## src/rtl/fifo_param.sv

```systemverilog
// Parameterised show-ahead FIFO with per-entry error tag, trigger level and
// one-cycle underrun/overrun pulses (16550-style receive/transmit FIFO).
module fifo_param #(
  parameter int WIDTH = 8,
  parameter int DEPTH = 16,
  parameter int AW    = $clog2(DEPTH)
) (
  input  logic             clk,
  input  logic             rst,
  input  logic             en,
  input  logic             push_in,
  input  logic             pop_in,
  input  logic             flush,
  input  logic [WIDTH-1:0] din,
  input  logic             err_in,
  input  logic [AW:0]      threshold,
  output logic [WIDTH-1:0] dout,
  output logic             dout_err,
  output logic             empty,
  output logic             full,
  output logic [AW:0]      level,
  output logic             underrun,
  output logic             overrun,
  output logic             thre_trig,
  output logic             err_pending
);

  localparam logic [AW:0] FULL_LVL = (AW+1)'(DEPTH);

  logic [WIDTH:0] mem [DEPTH];
  logic [AW-1:0]  wr_ptr;
  logic [AW-1:0]  rd_ptr;
  logic [AW:0]    lvl_q;
  logic [AW:0]    err_cnt;
  logic           head_err;

  // Request semantics: push_in/pop_in are single-cycle requests sampled on
  // the rising edge when en=1 and flush=0; there is no ready/backpressure.
  // A rejected request is reported one cycle later via overrun/underrun.
  // When full, a push is still accepted if a valid pop happens in the same
  // cycle; when empty, a same-cycle pop never sees the incoming word.
  logic act;
  logic do_pop;
  logic do_push;
  logic under_nxt;
  logic over_nxt;

  always_comb begin
    act       = en & ~flush;
    do_pop    = act & pop_in & ~empty;
    do_push   = act & push_in & (~full | do_pop);
    under_nxt = act & pop_in & empty;
    over_nxt  = act & push_in & full & ~do_pop;
  end

  assign empty       = (lvl_q == '0);
  assign full        = (lvl_q == FULL_LVL);
  assign level       = lvl_q;
  assign head_err    = mem[rd_ptr][WIDTH];
  assign dout        = mem[rd_ptr][WIDTH-1:0];
  assign dout_err    = ~empty & head_err;
  assign thre_trig   = (threshold != '0) && (lvl_q >= threshold);
  assign err_pending = (err_cnt != '0);

  // Storage is not reset; only the control state defines what is valid.
  always_ff @(posedge clk) begin
    if (do_push) mem[wr_ptr] <= {err_in, din};
  end

  always_ff @(posedge clk or negedge rst) begin
    if (!rst) begin
      wr_ptr   <= '0;
      rd_ptr   <= '0;
      lvl_q    <= '0;
      err_cnt  <= '0;
      underrun <= 1'b0;
      overrun  <= 1'b0;
    end else if (en && flush) begin
      wr_ptr   <= '0;
      rd_ptr   <= '0;
      lvl_q    <= '0;
      err_cnt  <= '0;
      underrun <= 1'b0;
      overrun  <= 1'b0;
    end else begin
      underrun <= under_nxt;
      overrun  <= over_nxt;
      if (do_push) wr_ptr <= wr_ptr + 1'b1;
      if (do_pop)  rd_ptr <= rd_ptr + 1'b1;
      case ({do_push, do_pop})
        2'b10:   lvl_q <= lvl_q + 1'b1;
        2'b01:   lvl_q <= lvl_q - 1'b1;
        default: lvl_q <= lvl_q;
      endcase
      // A tagged push and a tagged head pop in the same cycle cancel out.
      case ({do_push & err_in, do_pop & head_err})
        2'b10:   err_cnt <= err_cnt + 1'b1;
        2'b01:   err_cnt <= err_cnt - 1'b1;
        default: err_cnt <= err_cnt;
      endcase
    end
  end

endmodule
```

## config.mk

```make
export PLATFORM = sky130hd
export DESIGN_NAME = fifo_param
export DESIGN_NICKNAME = d
export VERILOG_FILES = /design/src/rtl/fifo_param.sv
export SDC_FILE = /design/constraint.sdc
export NUM_CORES = 1
export LEC_CHECK = 0
export BUFFER_PORTS_ARGS = -buffer_cell sky130_fd_sc_hd__buf_2
export CELL_PAD_IN_SITES_DETAIL_PLACEMENT = 1
export CELL_PAD_IN_SITES_GLOBAL_PLACEMENT = 1
export CORE_UTILIZATION = 35
export DETAILED_ROUTE_END_ITERATION = 10
export MAX_ROUTING_LAYER = met4
export PLACE_DENSITY_LB_ADDON = 0.1
export SETUP_SLACK_MARGIN = 0.15
export SLEW_MARGIN = 15
export SYNTH_ARGS = -nofsm -noshare
export SYNTH_HDL_FRONTEND = slang
export SYNTH_SLANG_ARGS = --single-unit
export TNS_END_PERCENT = 100
```

## constraint.sdc

```tcl
create_clock -name clk -period 4.2 [get_ports clk]
set_input_delay 0.21 -clock clk [delete_from_list [all_inputs] [get_ports clk]]
set_output_delay 0.21 -clock clk [all_outputs]
set_load 0.05 [all_outputs]
```

==> results.txt, run 1 <==
status: finished, final reports clean
H-Tree Depth: 4
Arr. time, crit path: 3.65 ns
max cap viols: 0
crit path kind: reg -> reg
worst hold path depth: 3
top_reg_cell synth: edfxtp_1
syn_area_per_cell: 18.5 sq um
drt wl/cell: 22.0 um
GRT Util Overall: 0.174
P&R area growth vs syn: 16.9%
final setup vio count: 0
Worst Path Buf+Inv: 0
dominant cell type by area after synthesis: edfxtp_1
Pint: 2.87 mW
total number of vias: 3,588
DP Area: 0.00750 sq mm
CP max-delay cell: dfrtp_1
Max-slew headroom: 0.490
Adder-Cell Fraction of Synth Area: 0.0301
initial antenna violation count: 0
row count: 51
share of Yosys cell area claimed by the top area cell type: 0.626
Synth Warn #: 0
Final HPWL DP: 10,300 um
Flop pwr share: 0.469
Starting DRT DRC Count: 245
mapped cell area: 0.00691 sq mm
min cycle time layout: 3.29 ns
Clock Skew: 0.0128 ns
largest net degree at the start of global routing: 36
die height: 142 um
port bufs: 39
Startpoint Class: flop
Final Cycle Share: 0.784
simple-gate share of the synthesized area: 0.0542
pwr/cell area: 488 mW/mm^2
worst slew pin tran: 0.761 ns
most common cell after layout, fill and taps aside: edfxtp_1
synthesized instance count: 374
DRC: 0
Comb pwr share: 0.161
XOR/XNOR share of the synthesized area: 0.0163
Die W: 142 um
Worst EP required: 4.56 ns
Synth cell types: 43
reg2reg path depth: 11
post-synthesis compound-gate area fraction: 0.0328
Initial Util: 0.356
Routed WL: 15,700 um
Final nets: 470
Clock transition at path regs: 0.06 ns
Diodes inserted: 0
CP endpoint kind: flop
Leak Pwr: 2.83 nW
post-synthesis sequential area ratio: 0.699
vias in the first global route: 3,889
fin area: 0.00807 sq mm
CTS Root Cell: clkbuf_16
clock share of power: 0.370
first-pass GRT wire length: 24,000 um
worst hold-check path type: in -> reg
hold slack: 0.106 ns
core area: 0.0194 sq mm
crit-path cells: mux4_2 > mux4_2 > nand2_4 > a21oi_1 > xor2_1 > ha_1 > or3_1 > a21oi_1 > nand4_1 > a21oi_1 > a21o_1
CTS sink count: 164
Crit. path cell count: 11
CTS Buffer Depth: 2
RSZ-0062 raised after global routing: no
Crit path largest cell delay: 0.68 ns
vias per inst: 5.04
Synth Register Bits: 164
Post-synth ARST share: 0.122
mux cell area share after synthesis: 0.151
DIE AREA: 0.0203 sq mm
Worst path most repeated cell: a21oi_1
Syn Nets: 410
top area cells in the synthesized netlist: edfxtp_1, mux4_2, dfrtp_1
TritonCTS Buffers: 17
P_sw: 1.07 mW
GR Overflow Total: 0
Max VDD drop: 0.000266 V
antenna-violating nets left: 0
TritonCTS clock tree: yes
Hold Vio Cnt, Final: 0
Max Slew Vio Count: 0
Final Wtd Congestion: 0.744
largest family of logic cells by synthesized area: multiplexers
I/O Pins: 40
Setup TNS: 0 ns
most frequent cells in the layout: edfxtp_1, mux4_2, buf_2
switching part of the total power: 0.272
First-pass DRT Iterations: 4
Top Family by Delay on Critical Path: multiplexers
Worst Path Max Fanout: 10
clock insertion delay at the later pin of the skew report: 0.43 ns
fmax: 304 MHz
layout cell share with drive strength beyond 1: 0.311
EDFF count, synth: 144
## timing repair
item | in CTS | in global routing
hold buffers | 2 | 0
gates resized for setup | 0 | 0
setup buffers | 0 | 0
endpoints found under the hold margin | 21 | 0
## cell families after synthesis
logic type / Yosys count
flip-flops: 164
adder cells (fa/ha/maj): 16
AND/OR/NAND/NOR: 72
AO/OA/AOI/OAI: 33
XOR/XNOR: 12
multiplexers: 48
buffers and inverters: 29
## through the flow
stage	total power [mW]	utilization	std cells	setup slack (ns)
2_1_floorplan	2.35	-	374	1.12
3_3_place_gp	2.52	0.386	678	1.00
3_5_place_dp	2.53	0.386	678	0.928
4_1_cts	4.00	0.416	712	0.923
5_1_grt	4.11	0.416	712	0.732
6_report	3.94	0.416	712	0.907
## flip-flops by register name, indices dropped and copies added, names as in the netlist
signal,count
err_cnt,5
wr_ptr,4
rd_ptr,4
mem,144
underrun,1
level,5
overrun,1
## final timing paths
path                            startpoint         end  slack [ns]
worst max-delay path             rd_ptr[3]  err_cnt[4]        0.91
worst min-delay path               push_in     overrun        0.11
worst max register to register   rd_ptr[3]  err_cnt[4]        0.91
worst min register to register  err_cnt[4]  err_cnt[4]        0.53
max in group asynchronous              rst   rd_ptr[1]        3.55
min in group asynchronous              rst  err_cnt[3]        0.28
## power groups by stage
stage / sequential [mW] / clock (mW) / combinational, mW
floorplan: 1.90 / 0 / 0.456
global placement: 1.88 / 0 / 0.640
detailed placement: 1.88 / 0 / 0.645
CTS: 1.85 / 1.50 / 0.649
global route: 1.85 / 1.56 / 0.690
finish: 1.85 / 1.46 / 0.633
## layer usage
layer	vias to the layer above	part of all wire	GRT usage
met2	69	0.53	0.294
li1	1623	-	-
met4	0	0.010	0.0538
met1	1883	0.43	0.209
met5	-	0	-
met3	13	0.029	0.0390
## area by class of cell
cell class,count,area [sq um]
multi-input cells,181,1980
fillers,1922,11300
clock inverters,15,131
flip-flops and latches,164,4830
well taps,265,332
clock buffers,17,425
inverters,16,60.1
repair buffers,54,313
## worst reg2reg max path, cell delays in order (launching register included)
cell	delay (ns)
dfrtp_1	0.68
mux4_2	0.38
mux4_2	0.56
nand2_4	0.18
a21oi_1	0.09
xor2_1	0.17
ha_1	0.22
or3_1	0.32
a21oi_1	0.23
nand4_1	0.12
a21oi_1	0.19
a21o_1	0.09
## synth_stat cells, types with 4 or more instances
| library cell | number |
|---|---|
| a21o_1 | 8 |
| a21oi_1 | 9 |
| and2_1 | 9 |
| buf_1 | 6 |
| dfrtp_1 | 20 |
| edfxtp_1 | 144 |
| ha_1 | 15 |
| inv_1 | 16 |
| mux4_2 | 45 |
| nand2_1 | 11 |
| nand3_1 | 7 |
| nor2_1 | 18 |
| nor3_1 | 7 |
| o21ai_0 | 6 |
| xnor2_1 | 4 |
| xor2_1 | 7 |
No activity file was read; power rests on OpenSTA's default activity.
==> run 2, diff against run 1 <==
--- a/config.mk
+++ b/config.mk
@@ -5,6 +5,7 @@
 export SDC_FILE = /design/constraint.sdc
 export NUM_CORES = 1
 export LEC_CHECK = 0
+export ABC_AREA = 1
 export BUFFER_PORTS_ARGS = -buffer_cell sky130_fd_sc_hd__buf_2
 export CELL_PAD_IN_SITES_DETAIL_PLACEMENT = 1
 export CELL_PAD_IN_SITES_GLOBAL_PLACEMENT = 1
==> constraint.sdc (replaced) <==
create_clock -name clk -period 3.33 [get_ports clk]
set_input_delay 0.1665 -clock clk [delete_from_list [all_inputs] [get_ports clk]]
set_output_delay 0.1665 -clock clk [all_outputs]
set_load 0.05 [all_outputs]
==> results.txt, run 2 <==
Final HPWL DP: 12,100 um (+18%)
Synth Register Bits: 164 (unchanged)
Setup Fix Bufs, Post-CTS: 0 (unchanged)
status: finished, final reports clean
Worst Path Buf+Inv: 3 (+3)
max reg flops: 144 (unchanged)
syn_area_per_cell: 11.7 sq um (-36%)
Final Wtd Congestion: 0.824 (+11%)
largest net degree at the start of global routing: 47 (+31%)
CP max-delay cell: buf_4
top_reg_cell synth: edfxtp_1
fmax: 362 MHz
EDFF count, synth: 144 (unchanged)
vias per inst: 5.14 (+2.0%)
Worst path most repeated cell: buf_4
Syn Nets: 641 (+56%)
Arr. time, crit path: 2.59 ns (-1.06 ns)
initial antenna violation count: 0 (unchanged)
Synth cell types: 35 (-19%)
Post-synth ARST share: 0.122 (unchanged)
I/O Pins: 40 (unchanged)
Worst EP required: 3.16 ns (-1.40 ns)
CTS sink count: 164 (unchanged)
clock insertion delay at the later pin of the skew report: 0.42 ns (about the same)
GR Overflow Total: 0 (unchanged)
reg-to-reg startpoint: level[2]
reg2reg path depth: 11 (unchanged)
TritonCTS clock tree: yes
Initial Util: 0.361 (+0.00505)
Leak Pwr: 3.13 nW (+10%)
top area cells in the synthesized netlist: edfxtp_1, dfrtp_1, nor2_1
Die W: 144 um (+1.4%)
worst hold-check path type: in -> reg
Max VDD drop: 0.000558 V (+110%)
CTS Root Cell: clkbuf_16
core area: 0.0197 sq mm (+1.3%)
Crit path largest cell delay: 0.49 ns (-0.19 ns)
Biggest register: mem
CP endpoint kind: output port
drt wl/cell: 20.4 um (-7.5%)
Clock transition at path regs: 0.06 ns (about the same)
Routed WL: 19,200 um (+22%)
Synth Warn #: 0 (unchanged)
DRC: 0 (unchanged)
CTS Buffer Depth: 2 (unchanged)
min cycle time layout: 2.76 ns
crit-path cells: buf_4 > buf_4 > o21ai_0 > o22ai_1 > o211ai_1 > nand2_1 > buf_2
Hold Vio Cnt, Final: 0 (unchanged)
vias in the first global route: 5,052 (+30%)
layout cell share with drive strength beyond 1: 0.168 (-0.143)
TritonCTS Buffers: 17 (unchanged)
CTS resizes: 0 (unchanged)
P_sw: 2.29 mW (+110%)
most frequent cells in the layout: edfxtp_1, nor2_1, nand2_1, o21ai_0, buf_2
DP Area: 0.00771 sq mm (+2.8%)
Synth top cells by count: edfxtp_1, nor2_1, nand2_1, o21ai_0, inv_1
setup slack, reg-to-reg: 0.85 ns (-0.06 ns)
Top Family by Delay on Critical Path: buffers and inverters
crit path kind: reg -> out
clock share of power: 0.308 (-0.062)
RSZ-0062 raised after global routing: no
fin area: 0.00829 sq mm (+2.7%)
dominant cell type by area after synthesis: edfxtp_1
P&R area growth vs syn: 16.9% (about the same)
most frequent cell after synthesis: edfxtp_1
final setup vio count: 0 (unchanged)
total number of vias: 4,840 (+35%)
post-synthesis sequential area ratio: 0.680 (-0.0187)
H-Tree Depth: 4 (unchanged)
reg2reg end: level[4]
DIE AREA: 0.0208 sq mm (+2.7%)
hold endpoint: overrun
port bufs: 39 (unchanged)
worst hold path depth: 3 (unchanged)
Max Slew Vio Count: 0 (unchanged)
Clock Skew: 0.0102 ns (-0.00259 ns)
Starting DRT DRC Count: 245 (unchanged)
Worst Path Max Fanout: 46 (+36)
worst slew pin tran: 0.782 ns (+0.0210 ns)
Pint: 3.96 mW (+38%)
Diodes inserted: 0 (unchanged)
max cap viols: 0 (unchanged)
Startpoint Class: flop
synthesized instance count: 605 (+62%)
antenna-violating nets left: 0 (unchanged)
row count: 51 (unchanged)
Setup TNS: 0 ns (unchanged)
pwr/cell area: 754 mW/mm^2 (+55%)
Comb pwr share: 0.314 (+0.153)
First-pass DRT Iterations: 4 (unchanged)
Final nets: 700 (+49%)
overall power: 6.25 mW (+59%)
switching part of the total power: 0.366 (+0.0940)
Flop pwr share: 0.378 (-0.091)
Hold Path Origin: push_in
die height: 144 um (+1.4%)
first-pass GRT wire length: 29,600 um (+23%)
GRT Util Overall: 0.204 (+0.0301)
most common cell after layout, fill and taps aside: edfxtp_1
share of Yosys cell area claimed by the top area cell type: 0.609 (-0.0168)
Final Cycle Share: 0.829
mapped cell area: 0.00710 sq mm (+2.8%)
Max-slew headroom: 0.476 (-0.0131)
## run 2: cell types whose count changed after synthesis, sizes merged, moves of 5 or more
cell	delta
o211ai	+7
a21o	-7
nand2	+60
o22ai	+10
o221ai	+24
buf	-5
nor2	+79
inv	+32
clkbuf	+18
o21ai	+66
mux4	-45
and2	-9
nand3	+28
## run 2: worst max path at each step
stage | start | endpoint | slack [ns] | cells after the start
finish | rd_ptr[0] | dout[1] | 0.57 | 7
global route | rd_ptr[0] | dout[2] | 0.40 | 7
CTS | rd_ptr[0] | dout[1] | 0.55 | 7
detailed placement | level[2] | mem[3][3] | 0.81 | 9
global placement | level[1] | mem[3][2] | 0.84 | 9
floorplan | level[1] | err_cnt[4] | 0.74 | 15
## run 2: cells by family after synthesis
| kind of cell | share of synthesized area |
|---|---|
| AOI/OAI and AO/OA | 0.111 |
| and+or+nand+nor | 0.131 |
| buffers and inverters | 0.0414 |
| DFF | 0.680 |
| adders and majority gates | 0.0293 |
| xor gates and xnor gates | 0.00741 |
## run 2: through the flow
stage,setup WS [ns],hold WS (ns),util,std cells
global route,0.403,0.0339,0.422,942
detailed placement,0.814,0.164,0.392,909
finish,0.569,0.0348,0.422,942
global placement,0.837,0.160,0.392,909
CTS,0.552,0.0199,0.422,942
floorplan,0.736,-0.129,-,605
## run 2: area by class of cell
cell class | instances | area, sq um
fillers | 2158 | 11400
flip-flops and latches | 164 | 4830
multi-input cells | 366 | 1980
clock buffers | 19 | 433
repair buffers | 66 | 400
well taps | 265 | 332
inverters | 49 | 184
clock inverters | 13 | 140
## run 2: what timing repair did
| action | 4_1_cts | 5_1_grt |
|---|---|---|
| endpoints found under the setup margin | 0 | 0 |
| hold buffers | 1 | 0 |
| endpoints found under the hold margin | 20 | 0 |
## run 2: worst register-to-register path, stage by stage, from the launching register on
cell and delay, ns:
dfrtp_1 0.39, clkinv_1 0.12, nand4_1 0.16, nand2_1 0.16
nor2_1 0.32, inv_2 0.10, fa_1 0.42, o21ai_0 0.23
xor2_1 0.22, xor2_1 0.16, nand2_1 0.06, o21ai_1 0.07
## run 2: routing by layer
metal | part of all wire | GRT usage | wire [um] | up-vias
met5 | 0 | - | 0 | -
met3 | 0.034 | 0.0311 | 659 | 10
li1 | - | - | - | 2285
met1 | 0.46 | 0.262 | 8850 | 2456
met4 | 0.010 | 0.0598 | 199 | 0
met2 | 0.49 | 0.335 | 9490 | 89
## run 2: power by group through the flow
stage	combinational, mW	sequential [mW]	clock, mW
finish	1.97	2.36	1.92
global route	2.16	2.37	2.04
CTS	2.01	2.36	1.96
detailed placement	2.00	2.41	0
global placement	1.97	2.40	0
floorplan	1.33	2.49	0
==> run 3, diff against run 2 <==
==> constraint.sdc (replaced) <==
create_clock -name clk -period 2.5 [get_ports clk]
set_input_delay 0.125 -clock clk [delete_from_list [all_inputs] [get_ports clk]]
set_output_delay 0.125 -clock clk [all_outputs]
set_load 0.05 [all_outputs]
==> results.txt, run 3 (synthesis gave the netlist of run 2 again) <==
Leak Pwr: 3.20 nW (+2.4%)
Initial Util: 0.361 (unchanged)
Hold Vio Cnt, Final: 0 (unchanged)
antenna-violating nets left: 0 (unchanged)
Comb pwr share: 0.341 (+0.027)
GRT Util Overall: 0.209 (+0.00432)
Die W: 144 um (unchanged)
Arr. time, crit path: 2.11 ns (-0.48 ns)
H-Tree Depth: 4 (unchanged)
Starting DRT DRC Count: 278 (+13%)
status: finished, final reports clean
TritonCTS Buffers: 17 (unchanged)
max cap viols: 0 (unchanged)
largest net degree at the start of global routing: 33 (-30%)
Pint: 5.41 mW (+37%)
vias in the first global route: 5,137 (+1.7%)
Max-slew headroom: 0.429 (-0.0474)
CTS sink count: 164 (unchanged)
drt wl/cell: 20.4 um (about the same)
most common cell after layout, fill and taps aside: edfxtp_1
Hold Path Origin: flush
Biggest register: mem
Diodes inserted: 0 (unchanged)
RSZ-0062 raised after global routing: yes
pwr/cell area: 1000 mW/mm^2 (+33%)
Routed WL: 19,500 um (+1.4%)
port bufs: 39 (unchanged)
worst slew pin tran: 0.853 ns (+0.0709 ns)
Clock Skew: 0.00844 ns (-0.00174 ns)
# fillers: 2,144 (-0.65%)
DIE AREA: 0.0208 sq mm (unchanged)
Startpoint Class: flop
Final Cycle Share: 0.893
layout cell share with drive strength beyond 1: 0.211 (+0.0429)
Clock transition at path regs: 0.06 ns (about the same)
P&R area growth vs syn: 20.2%
GR Overflow Total: 0 (unchanged)
initial antenna violation count: 0 (unchanged)
clock insertion delay at the later pin of the skew report: 0.42 ns (about the same)
row count: 51 (unchanged)
CP endpoint kind: output port
worst hold path depth: 4 (+1)
First-pass DRT Iterations: 4 (unchanged)
Max VDD drop: 0.000743 V (+33%)
vias per inst: 5.07 (-1.4%)
max reg flops: 144 (unchanged)
CTS Buffer Depth: 2 (unchanged)
hold slack: 0.0865 ns (+0.0517 ns)
clock share of power: 0.286 (-0.022)
reg2reg path depth: 10 (-1)
CTS Root Cell: clkbuf_16
Final nets: 714 (+2.0%)
TritonCTS clock tree: yes
die height: 144 um (unchanged)
Worst EP required: 2.38 ns (-0.78 ns)
min cycle time layout: 2.23 ns
worst hold-check path type: in -> reg
fmax: 448 MHz
reg-to-reg startpoint: level[2]
Setup TNS: 0 ns (unchanged)
final setup vio count: 0 (unchanged)
Final HPWL DP: 12,700 um (+4.7%)
Worst Path Max Fanout: 32 (-30%)
I/O Pins: 40 (unchanged)
most frequent cells in the layout: edfxtp_1, nor2_1, o21ai_0, nand2_1, inv_1
Final Wtd Congestion: 0.827 (+0.33%)
DRC: 0 (unchanged)
crit path kind: reg -> out
Worst Setup SP: rd_ptr[0]
Max Slew Vio Count: 0 (unchanged)
core area: 0.0197 sq mm (unchanged)
switching part of the total power: 0.367 (+0.000829)
Flop pwr share: 0.373 (-0.005)
total number of vias: 4,844 (+0.083%)
P_sw: 3.14 mW (+37%)
first-pass GRT wire length: 30,200 um (+2.0%)
## run 3: changes by cell type in the layout (fill, tap and decap cells not counted), moves of 5 or more
cell / previous run / this run
nor2_1: 95 / 89
dfrtp_2: 1 / 7
clkbuf_4: 0 / 5
buf_2: 39 / 32
clkinv_1: 6 / 1
dfrtp_1: 19 / 13
buf_4: 26 / 33
## run 3: repair_timing
| item | 4_1_cts | 5_1_grt |
|---|---|---|
| resized for setup | 7 | 26 |
| cloned | 1 | 0 |
| pin swaps | 0 | 5 |
| hold buffers | 3 | 0 |
| hold endpoints to repair | 21 | 0 |
| endpoints found under the setup margin | 21 | 29 |
| setup buffers | 0 | 4 |
## run 3: final timing paths
check / endpoint / slack [ns]
max: dout[2] / 0.27
min: wr_ptr[3] / 0.09
max reg2reg: mem[10][1] / 0.29
min reg2reg: level[0] / 0.55
max in group asynchronous: level[4] / 1.90
min in group asynchronous: err_cnt[0] / 0.22
## run 3: worst max-delay path: stages (launching register included)
cell	delay, ns
dfrtp_2	0.46
buf_12	0.17
buf_8	0.17
o21ai_0	0.18
o22ai_1	0.10
o211ai_1	0.24
nand2_1	0.13
clkbuf_4	0.23
## run 3: layout make-up
class	count	area (sq um)	share of cell area
sequential	164	4830	0.567
tap	265	332	0.0389
timing repair buffer	80	597	0.0700
clock buffer	22	464	0.0544
inverter	49	194	0.0227
clock inverter	10	86.3	0.0101
multi-input combinational	366	2020	0.237
## run 3: metrics by stage
| stage | utilization | power [mW] | worst slack [ns] | std cells | cell area, sq um |
|---|---|---|---|---|---|
| 3_3_place_gp | 0.396 | 5.87 | 0.228 | 916 | 7790 |
| 3_5_place_dp | 0.396 | 5.89 | 0.100 | 916 | 7790 |
| 6_report | 0.434 | 8.55 | 0.267 | 956 | 8530 |
| 4_1_cts | 0.428 | 8.44 | 0.113 | 952 | 8420 |
| 2_1_floorplan | - | 5.10 | 0.186 | 605 | 7110 |
| 5_1_grt | 0.434 | 8.99 | 0.133 | 956 | 8530 |
## run 3: layer usage
metal	track usage	wire length (um)	up-vias
met5	-	0	-
met4	0.0637	198	0
met3	0.0331	485	17
met2	0.360	10100	71
met1	0.251	8740	2430
li1	-	-	2326
## run 3: power groups by stage
stage / clock [mW] / combinational [mW] / sequential (mW)
finish: 2.45 / 2.92 / 3.19
detailed placement: 0 / 2.67 / 3.22
floorplan: 0 / 1.78 / 3.32
global placement: 0 / 2.65 / 3.22
global route: 2.60 / 3.19 / 3.20
CTS: 2.49 / 2.77 / 3.17
